`src/rtl/mem_read_d_agen.sv`:
```
// D operand buffer read-address generator for the N1 x N2 systolic array.
// Optional MRD_AGEN_STALL_CNT_EN adds a saturating stall_cnt output.
module mem_read_d_agen #(
  parameter int N1           = 4,
  parameter int N2           = 4,
  parameter int MATRIXSIZE_W = 16,
  parameter int ADDR_W       = 12
) (
  input  logic                    clk,
  input  logic                    rst,
  input  logic                    start,
  input  logic [ADDR_W-1:0]       cfg_base,
  input  logic [MATRIXSIZE_W-1:0] cfg_block_width,
  input  logic [MATRIXSIZE_W-1:0] cfg_block_num,
  input  logic [MATRIXSIZE_W-1:0] cfg_phases,
  input  logic [ADDR_W-1:0]       cfg_blk_stride,
  input  logic                    cfg_rev,
  output logic                    busy,
  output logic                    done,
  output logic                    err,
  output logic                    out_valid,
  input  logic                    out_ready,
  output logic [ADDR_W-1:0]       out_addr,
  output logic [MATRIXSIZE_W-1:0] out_block_idx,
  output logic [N1-1:0]           out_act,
  output logic                    out_last
`ifdef MRD_AGEN_STALL_CNT_EN
  ,
  output logic [31:0]             stall_cnt
`endif
);

  localparam int MW = MATRIXSIZE_W;
  localparam int AW = ADDR_W;
  localparam logic [MW-1:0] MC_MASK = MW'(N2 - 1);

  typedef enum logic {IDLE, RUN} state_t;
  state_t state;

  logic [MW-1:0] bw_q, bn_q, ph_q;
  logic [AW-1:0] base_q, stride_q;
  logic          rev_q;

  logic [MW-1:0] col, blk, row, ph;
  logic [AW-1:0] blk_off, offset;

  logic [MW-1:0] n_col, n_blk, n_row, n_ph;
  logic [AW-1:0] n_blk_off, n_off;
  logic          n_last;
  logic          cfg_bad, hs, start_last;

  // N2 is a power of 2, so the reversed index grp+N2-1-mc is col ^ (N2-1)
  function automatic logic [AW-1:0] idx_of(input logic [MW-1:0] c,
                                           input logic r);
    return AW'(r ? (c ^ MC_MASK) : c);
  endfunction

  assign cfg_bad = (cfg_block_width == '0)
                || ((cfg_block_width & MC_MASK) != '0)
                || (cfg_block_num == '0)
                || (cfg_phases == '0);

  assign hs = out_valid & out_ready;

  assign start_last = (cfg_block_width == MW'(1))
                   && (cfg_block_num == MW'(1))
                   && (N1 == 1)
                   && (cfg_phases == MW'(1));

  always_comb begin
    n_col     = col;
    n_blk     = blk;
    n_row     = row;
    n_ph      = ph;
    n_blk_off = blk_off;
    n_off     = offset;
    if (col != bw_q - MW'(1)) begin
      n_col = col + MW'(1);
    end else begin
      n_col = '0;
      if (blk != bn_q - MW'(1)) begin
        n_blk     = blk + MW'(1);
        n_blk_off = blk_off + stride_q;
      end else begin
        n_blk     = '0;
        n_blk_off = '0;
        if (row != MW'(N1 - 1)) begin
          n_row = row + MW'(1);
        end else begin
          n_row = '0;
          n_ph  = ph + MW'(1);
          n_off = offset + AW'(bw_q);
        end
      end
    end
    n_last = (n_col == bw_q - MW'(1))
          && (n_blk == bn_q - MW'(1))
          && (n_row == MW'(N1 - 1))
          && (n_ph == ph_q - MW'(1));
  end

  always_ff @(posedge clk) begin
    if (rst) begin
      state         <= IDLE;
      bw_q          <= '0;
      bn_q          <= '0;
      ph_q          <= '0;
      base_q        <= '0;
      stride_q      <= '0;
      rev_q         <= 1'b0;
      col           <= '0;
      blk           <= '0;
      row           <= '0;
      ph            <= '0;
      blk_off       <= '0;
      offset        <= '0;
      busy          <= 1'b0;
      done          <= 1'b0;
      err           <= 1'b0;
      out_valid     <= 1'b0;
      out_addr      <= '0;
      out_block_idx <= '0;
      out_act       <= '0;
      out_last      <= 1'b0;
    end else begin
      done <= 1'b0;
      err  <= 1'b0;
      unique case (state)
        IDLE: begin
          if (start && cfg_bad) begin
            err <= 1'b1;
          end else if (start) begin
            state         <= RUN;
            bw_q          <= cfg_block_width;
            bn_q          <= cfg_block_num;
            ph_q          <= cfg_phases;
            base_q        <= cfg_base;
            stride_q      <= cfg_blk_stride;
            rev_q         <= cfg_rev;
            col           <= '0;
            blk           <= '0;
            row           <= '0;
            ph            <= '0;
            blk_off       <= '0;
            offset        <= '0;
            busy          <= 1'b1;
            out_valid     <= 1'b1;
            out_addr      <= cfg_base + idx_of('0, cfg_rev);
            out_block_idx <= '0;
            out_act       <= N1'(1);
            out_last      <= start_last;
          end
        end
        RUN: begin
          if (hs && out_last) begin
            state     <= IDLE;
            busy      <= 1'b0;
            done      <= 1'b1;
            out_valid <= 1'b0;
            out_act   <= '0;
            out_last  <= 1'b0;
          end else if (hs) begin
            col           <= n_col;
            blk           <= n_blk;
            row           <= n_row;
            ph            <= n_ph;
            blk_off       <= n_blk_off;
            offset        <= n_off;
            out_addr      <= base_q + n_blk_off + n_off
                           + idx_of(n_col, rev_q);
            out_block_idx <= n_blk;
            out_act       <= N1'(1) << n_row;
            out_last      <= n_last;
          end
        end
        default: state <= IDLE;
      endcase
    end
  end

`ifdef MRD_AGEN_STALL_CNT_EN
  always_ff @(posedge clk) begin
    if (rst) begin
      stall_cnt <= '0;
    end else if (state == IDLE && start && !cfg_bad) begin
      stall_cnt <= '0;
    end else if (out_valid && !out_ready && stall_cnt != '1) begin
      stall_cnt <= stall_cnt + 32'd1;
    end
  end
`endif

endmodule

```
`config.mk`:
```
export PLATFORM = sky130hd
export DESIGN_NAME = mem_read_d_agen
export DESIGN_NICKNAME = d
export VERILOG_FILES = /design/src/rtl/mem_read_d_agen.sv
export SDC_FILE = /design/constraint.sdc
export NUM_CORES = 1
export LEC_CHECK = 0
export BUFFER_PORTS_ARGS = -buffer_cell sky130_fd_sc_hd__buf_2
export CORE_ASPECT_RATIO = 0.9
export CORE_MARGIN = 3
export CORE_UTILIZATION = 50
export DETAILED_ROUTE_END_ITERATION = 8
export PLACE_DENSITY = 0.66
export SKIP_LAST_GASP = 1
export SYNTH_ARGS = -nofsm -noshare
export SYNTH_HDL_FRONTEND = slang
export SYNTH_SLANG_ARGS = --single-unit
```
`constraint.sdc`:
```
create_clock -name clk -period 12.4 [get_ports clk]
set_input_delay 0.62 -clock clk [delete_from_list [all_inputs] [get_ports clk]]
set_output_delay 0.62 -clock clk [all_outputs]
set_load 0.02 [all_outputs]
```
==> results of run 1 <==
-- cells by family after synthesis --
| family | count (synthesis) | share of synthesized area |
|---|---|---|
| AND/OR/NAND/NOR | 763 | 0.277 |
| AO/OA/AOI/OAI | 437 | 0.197 |
| buffers and inverters | 197 | 0.0584 |
| flip-flops | 182 | 0.265 |
| XOR/XNOR | 174 | 0.118 |
| adder cells (fa/ha/maj) | 67 | 0.0746 |
| multiplexers | 14 | 0.0105 |
-- synth_stat cells, drive strengths merged, types with 13 or more instances --
library cell | count | share of area
a211oi | 15 | 0.0082
a21oi | 176 | 0.064
a22oi | 28 | 0.015
a311oi | 18 | 0.011
a31oi | 24 | 0.011
and2 | 19 | 0.0086
and3 | 27 | 0.012
buf | 26 | 0.012
clkbuf | 107 | 0.029
dfxtp | 182 | 0.26
fa | 25 | 0.036
ha | 42 | 0.038
inv | 64 | 0.017
nand2 | 255 | 0.070
nand3 | 65 | 0.024
nand4 | 33 | 0.015
nor2 | 149 | 0.041
nor2b | 13 | 0.0059
nor3 | 47 | 0.017
nor4 | 51 | 0.027
o21ai | 87 | 0.032
or3 | 20 | 0.0092
or4 | 17 | 0.010
xnor2 | 114 | 0.073
xor2 | 53 | 0.034
-- worst max-delay path by stage --
| stage | start | cells past startpoint | to | slack, ps |
|---|---|---|---|---|
| final | bn_q[0] | 31 | out_addr[11] | 3960 |
| after floorplan | bw_q[0] | 32 | out_addr[11] | 4780 |
| after global routing | bn_q[0] | 31 | out_addr[11] | 3360 |
| after detailed placement | bn_q[0] | 31 | out_addr[11] | 4020 |
| after CTS | bn_q[0] | 31 | out_addr[11] | 4010 |
| after global placement | bn_q[0] | 31 | out_addr[11] | 4170 |
-- metrics by stage --
step	area (µm²)	total power, mW	util	hold WS (ps)
after global routing	14900	1.46	0.563	386
after floorplan	13800	0.775	-	436
final	14900	1.41	0.563	393
after global placement	14300	0.840	0.540	440
after CTS	14900	1.41	0.563	382
after detailed placement	14300	0.842	0.540	444
-- state kept, by name, indices dropped and copies added, names as in the netlist --
signal,cells
ph,16
blk,16
err,1
blk_off,12
bw_q,16
bn_q,16
row,16
state,1
out_addr,12
offset,12
stride_q,12
out_valid,1
ph_q,16
col,16
done,1
rev_q,1
out_act,4
out_last,1
base_q,12
-- where the power goes --
| group | internal, mW | switching (mW) |
|---|---|---|
| registers | 0.594 | 0.0134 |
| clock network | 0.294 | 0.280 |
| logic | 0.0844 | 0.142 |
-- final cells by class --
cell class	instances	area share
Sequential cell	182	0.244
Multi-Input combinational cell	1455	0.625
Timing Repair Buffer	128	0.0458
Inverter	64	0.0161
Tap cell	348	0.0291
Clock buffer	19	0.0296
Clock inverter	13	0.0106
-- per-layer routing --
layer  part of all wire  routed length, µm
met1               0.47              21000
met2               0.42              18700
met3              0.093               4140
met4              0.017                750
met5                  0                  0
-- critical path, delay by kind of cell, from the launching register on --
kind	cells	cell delay, ps
AO/OA/AOI/OAI	7	1190
XOR/XNOR	3	540
adder cells (fa/ha/maj)	5	1660
buffers and inverters	4	300
flip-flops	1	410
AND/OR/NAND/NOR	12	4230
==> reports/results.txt, run 1 <==
The run finished with clean final reports. The remaining max-slew budget at the tightest pin is 0.0900, and the post-synth net total is 1978. The total die area is 29600 µm². The most used routing layer is met1.

TritonCTS built the clock tree. Compared with the post-synthesis result, the final layout area differs by 8.57%. The number of enable-type register cells in the synthesized netlist was 0. For this run the aggregate overflow at the end of global routing stands at 0. The instance count of the mapped netlist is 1834, and the largest net degree at the start of global routing is 80. Data on the critical path is required at its endpoint by 12760 ps. Row generation in the floorplan step produced 56 rows. Commonest non-fill, non-tap cell in the layout: sky130_fd_sc_hd__nand2_1.

The via count of the first global-routing pass is 12.4k, and the share of synthesized flip-flops with an asynchronous set or reset is 0. Library cell contributing the largest single delay on the critical path: sky130_fd_sc_hd__or4_1. Total of flip-flops plus latches after synthesis: 182. The largest single stage delay on the critical path is 880 ps. In the synthesized netlist the dominant register cell turns out to be sky130_fd_sc_hd__dfxtp_1. The count of non-filler cells in the finished layout was 2209. The run gives 0.454 as the met1 usage in global routing.

The post-synthesis average cell area came out at 7.50 µm². In this run the critical register-to-register path is captured at out_addr[11]. The logs give 4020 ps for the post-placement worst setup slack and 32.3 mm for the half-perimeter wire length after placement. The clock net in this run drives a total of 182 sinks. The root buffer cell chosen for the clock tree is sky130_fd_sc_hd__clkbuf_16. The worst path in the final design needs a cycle of 8440 ps, including I/O delays and setup.

The detail route stage leaves a number of antenna-violating nets equal to 0. The starting density of the core is 0.518, and the depth of the CTS H-tree is 4. In this run the count of I/O pins placed on the die edge is 114.

The period utilization is 0.680, and the number of DRC violations after detailed-routing iteration 0 is 1586. The tools report the number of antenna repair diodes as 0. The final setup slack of the worst path is 3960 ps, and the number of vias after detailed routing is 13.8k. The total DRC errors in the routed layout is 0, and the power density relative to cell area is 94.2 nW/µm². Routability-driven placement finished with a final weighted congestion of 0.975. The hold violation count in the final report is 0, and the number of port buffers is 113. In the final routed layout, each cell accounts on average for 20.2 µm. In this run the cell area of the synthesized design comes to 13800 µm². In this run the critical register-to-register path is launched from bn_q[0].

The number of fillers in the final layout was 2551. The global-route met3 utilization is 0.0534. The maximum fanout along the worst path works out to 16.

The clock-pin slew on the worst setup and hold paths came out at 80 ps. In the final timing run, aggregate negative setup slack is 0 ps. For the post-cts hold buffer count, the log shows 0.

Summed over all cells, the static leakage comes to 5.63 nW. For this run, the top clock speed supported by timing is 119 MHz. No sink is reached through more buffers than the 2 on the longest clock path.

The core region is 26600 µm². The clock buffer count from CTS came out at 17. The routed via count divided by cell count came out at 6.23.

The path with the worst hold slack has its endpoint at stride_q[3]. STA classifies the critical path startpoint as a flop. Count of instances resized after the clock tree is built: 0.

Share of final-layout standard cells stronger than drive strength 1: 0.107. The initial antenna violation count was 0. In the layout the commonest cells are sky130_fd_sc_hd__nand2_1, sky130_fd_sc_hd__dfxtp_1, sky130_fd_sc_hd__a21oi_1. At the pin with the least slew margin, the transition time is 1350 ps. For the wire length of the first global-routing pass, the log shows 70.3 mm. The number of setup buffers added after CTS is 0. Vertical die dimension: 163 µm. Among the stages of the critical path, the cell type that occurs most often is sky130_fd_sc_hd__inv_1.

The clock arrives with 18.1 ps of skew. The post-synthesis sequential area ratio is 0.265, and the placed instance count is 2177. The minimum setup slack among reg-to-reg paths is 3960 ps, and the cell depth of the worst hold path is 3. The kind of capture point of the worst setup path is a flop. From left edge to right edge, the die measures 181 µm.

Data arrives at the worst endpoint at 8800 ps. For the met2 global-route usage, the log shows 0.438. Number of warnings issued by yosys: 0.

Across the whole layout, storage elements account for 3640 µm². The number of distinct library cells after synthesis came out at 86. The tightest min-delay check is of the in -> reg type. Setup repair after global routing left no endpoint under its margin. After the last flow step, the layout net total stands at 1992. The number of search-and-repair iterations in the first detailed-routing pass came out at 6.

The run gives 0 as the number of setup violations in the final report. The run gives 0 as the count of maximum capacitance violations. At the later pin of the worst-skew pair, clock insertion delay measures 460 ps.

The final layout contains routed wiring with a total length of 44.5 mm. The total count of max-transition violations in the final report is 0. The path depth of the worst reg2reg path works out to 31. The type of the setup path with the least slack was reg -> reg. The multi-input combinational cells in the finished layout cover a total of 9340 µm².

Combined global-route utilization of all metal layers: 0.297. Maximum VDD drop: 99.7 µV. Worst hold path startpoint: cfg_blk_stride[3].
Note: power is estimated with default switching activity, not from simulation.
==> run 2, diff against run 1 <==
PLACE_DENSITY = 0.68   (was 0.66)
clock period = 6.8 ns   (was 12.4 ns; I/O delays follow)
==> reports/results.txt, run 2 (synthesized netlist as in run 1, its figures left out) <==
The flow ran to the end, and the final reports show no timing, DRC or antenna violations. The minimum hold slack came out at 121 ps (-272 ps). The highest achievable clock rate was 147 MHz (+24%); the depth of the CTS H-tree was 4 (unchanged). Largest net degree at the start of global routing: 99 (+24%). The number of DRC violations after detailed-routing iteration 0 came out at 1645 (+3.7%).

The power density relative to cell area is 173 nW/µm² (+83%), and the layout overhead on the synthesized area is 13.9%. Part of the power in combinational logic: 0.167 (+0.006). The run gives 0 (unchanged) as the number of antenna repair diodes. The via count of the first global-routing pass was 12.8k (+2.8%). Setup repair after global routing could not meet its margin everywhere. Kind of capture point of the worst setup path: a flop. The maximum fanout along the worst path was 6 (-10); the number of nets with antenna violations after routing was 0 (unchanged). The period utilization was 0.999 (+0.319). The number of clock sinks came out at 182 (unchanged). The total die area came out at 29600 µm² (unchanged). The type of the tightest min-delay check is in -> reg.

The total DRC errors in the routed layout was 0 (unchanged); the vertical die dimension was 163 µm (unchanged). The logs give 2064 (+3.6%) for the final layout net count and 26600 µm² (unchanged) for the area of the placeable core. TritonCTS built the clock tree. The total detailed-routing wirelength is 44.9 mm (+0.85%), and the pin slew with the least headroom to its limit is 1260 ps (-93.6 ps).

The largest stage delay on the critical path was 600 ps (-280 ps); the net switching power figure was 753 µW (+73%). Number of search-and-repair iterations in the first detailed-routing pass: 6 (unchanged). The run gives 33.4 mm (+3.5%) as the half-perimeter wire length after placement. The detail-routed net length per standard cell was 19.7 µm (-2.3%).

The buffers plus inverters on the worst setup path was 3 (-1); the maximum count of clock buffers along a single path was 2 (unchanged). Finished layout cell area: 15700 µm² (+4.9%). The horizontal extent of the die works out to 181 µm (unchanged). The clock period minus final worst setup slack is 6790 ps (-1640 ps), and the number of primary I/O pins is 114 (unchanged). The sum of internal, switching and leakage power came out at 2.71 mW (+92%). The run gives 0 (unchanged) as the count of maximum capacitance violations. The kind of cell with the highest combined delay on the critical path was simple AND/OR/NAND/NOR gates. The count of non-filler cells in the finished layout is 2281 (+3.3%). The tools report the combined global-route utilization of all metal layers as 0.298 (+0.000609). The required time at the endpoint of the critical path is 7140 ps (-5620 ps).

The switching share of power came out at 0.278 (-0.0308). The logs give 14.6 ps (-3.47 ps) for the clock skew after layout and 1.95 mW (+100%) for the total internal power. The run gives 2548 (-0.12%) as the number of fillers in the final layout.

The hold violation count in the final report was 0 (unchanged). The initial antenna violation count was 0 (unchanged); the wire length of the first global-routing pass was 70.8 mm (+0.72%). The share of final-layout standard cells stronger than drive strength 1 works out to 0.153 (+0.0457).

The signal arrival time at the worst endpoint was 7130 ps (-1670 ps); the global-route congestion overflow total was 0 (unchanged). The tools report the number of vias after detailed routing as 14.0k (+1.8%). The maximum VDD drop is 174 µV (+75%). The logs give 0.518 (unchanged) for the starting density of the core and 2243 (+3.0%) for the placed instance count. The instance area at placement is 14900 µm² (+3.8%), and the clock-pin slew on the worst setup and hold paths is 80 ps (about the same). The tools report the final core area utilization as 0.590 (+0.0277). The library cell used most frequently in the layout, excluding fill and tap cells, is sky130_fd_sc_hd__nand2_1. For the remaining max-slew budget at the tightest pin, the log shows 0.158 (+0.0676). Total count of max-transition violations in the final report: 0 (unchanged). Leaving out fill and tap cells, the most frequent cells in the layout are sky130_fd_sc_hd__nand2_1, sky130_fd_sc_hd__dfxtp_1, sky130_fd_sc_hd__a21oi_1. The number of port buffers is 113 (unchanged). The clock network fraction of design power was 0.425 (+0.017); the number of cell rows was 56 (unchanged). Sequential fraction of design power: 0.408 (-0.024). The worst setup path is launched from a flop. The leakage power summed over all cells was 6.07 nW (+7.9%). The cell at the root of the clock tree was sky130_fd_sc_hd__clkbuf_16.

The routed via count divided by cell count is 6.14 (-1.4%). The setup path with the least slack is of type reg -> reg. Final weighted congestion in routability-driven placement: 0.968 (-0.67%).

The number of setup violations in the final report came out at 0 (unchanged). The run gives 450 ps (about the same) as the clock latency of the later-clocked register in the worst-skew pair. The library cell contributing the largest single delay on the critical path is sky130_fd_sc_hd__or4_4. The tools report the post-cts hold buffer count as 0 (unchanged). The clock buffer count from CTS is 17 (unchanged).
run 2: timing repair:
item / in CTS / in global routing
gates resized for setup: 3 / 17
endpoints found under the hold margin: 0 / 0
setup buffers: 0 / 5
gates cloned: 0 / 1
endpoints found under the setup margin: 1 / 4
pin swaps: 2 / 16
run 2: through the flow:
stage	worst slack, ps	setup TNS, ps
floorplan	-234	-234
finish	5.91	0
global route	-297	-337
CTS	2.53	0
global placement	17.6	0
detailed placement	-116	-116
run 2: final cells by class:
cell class,instances,area [µm²],share of cell area
clock buffers,20,457,0.0291
clock inverters,12,211,0.0135
inverters,64,240,0.0153
multi-input cells,1456,9470,0.604
flip-flops and latches,182,3650,0.233
well taps,348,435,0.0278
repair buffers,199,1210,0.0774
run 2: path summary, 6_finish.rpt:
check / startpoint / endpoint / slack [ps] / cells past startpoint
worst max-delay path: bn_q[0] / out_addr[11] / 6 / 29
worst min-delay path: cfg_blk_stride[11] / stride_q[11] / 120 / 3
worst max register to register: bn_q[0] / out_addr[11] / 6 / 29
worst min register to register: out_act[1] / out_act[1] / 450 / 2
run 2: power groups by stage:
stage | clock, mW | sequential (mW) | combinational (mW)
4_1_cts | 1.16 | 1.10 | 0.440
2_1_floorplan | 0 | 1.13 | 0.290
3_5_place_dp | 0 | 1.13 | 0.437
5_1_grt | 1.20 | 1.11 | 0.495
3_3_place_gp | 0 | 1.13 | 0.431
6_report | 1.15 | 1.10 | 0.452
run 2: worst register-to-register path: cells and delay by family (launching register included):
kind                     cells  cell delay (ps)
flip-flops                   1              370
adder cells (fa/ha/maj)      4             1480
buffers and inverters        3              160
AND/OR/NAND/NOR             10             2730
XOR/XNOR                     4              690
AO/OA/AOI/OAI                8             1270
run 2: per-layer routing:
layer / up-vias / share of wire / wire (µm) / track usage
met3: 61 / 0.089 / 3980 / 0.0635
met1: 6662 / 0.47 / 21000 / 0.439
met4: 0 / 0.018 / 799 / 0.0705
met2: 591 / 0.43 / 19200 / 0.446
met5: - / 0 / 0 / 0
li1: 6688 / - / - / -
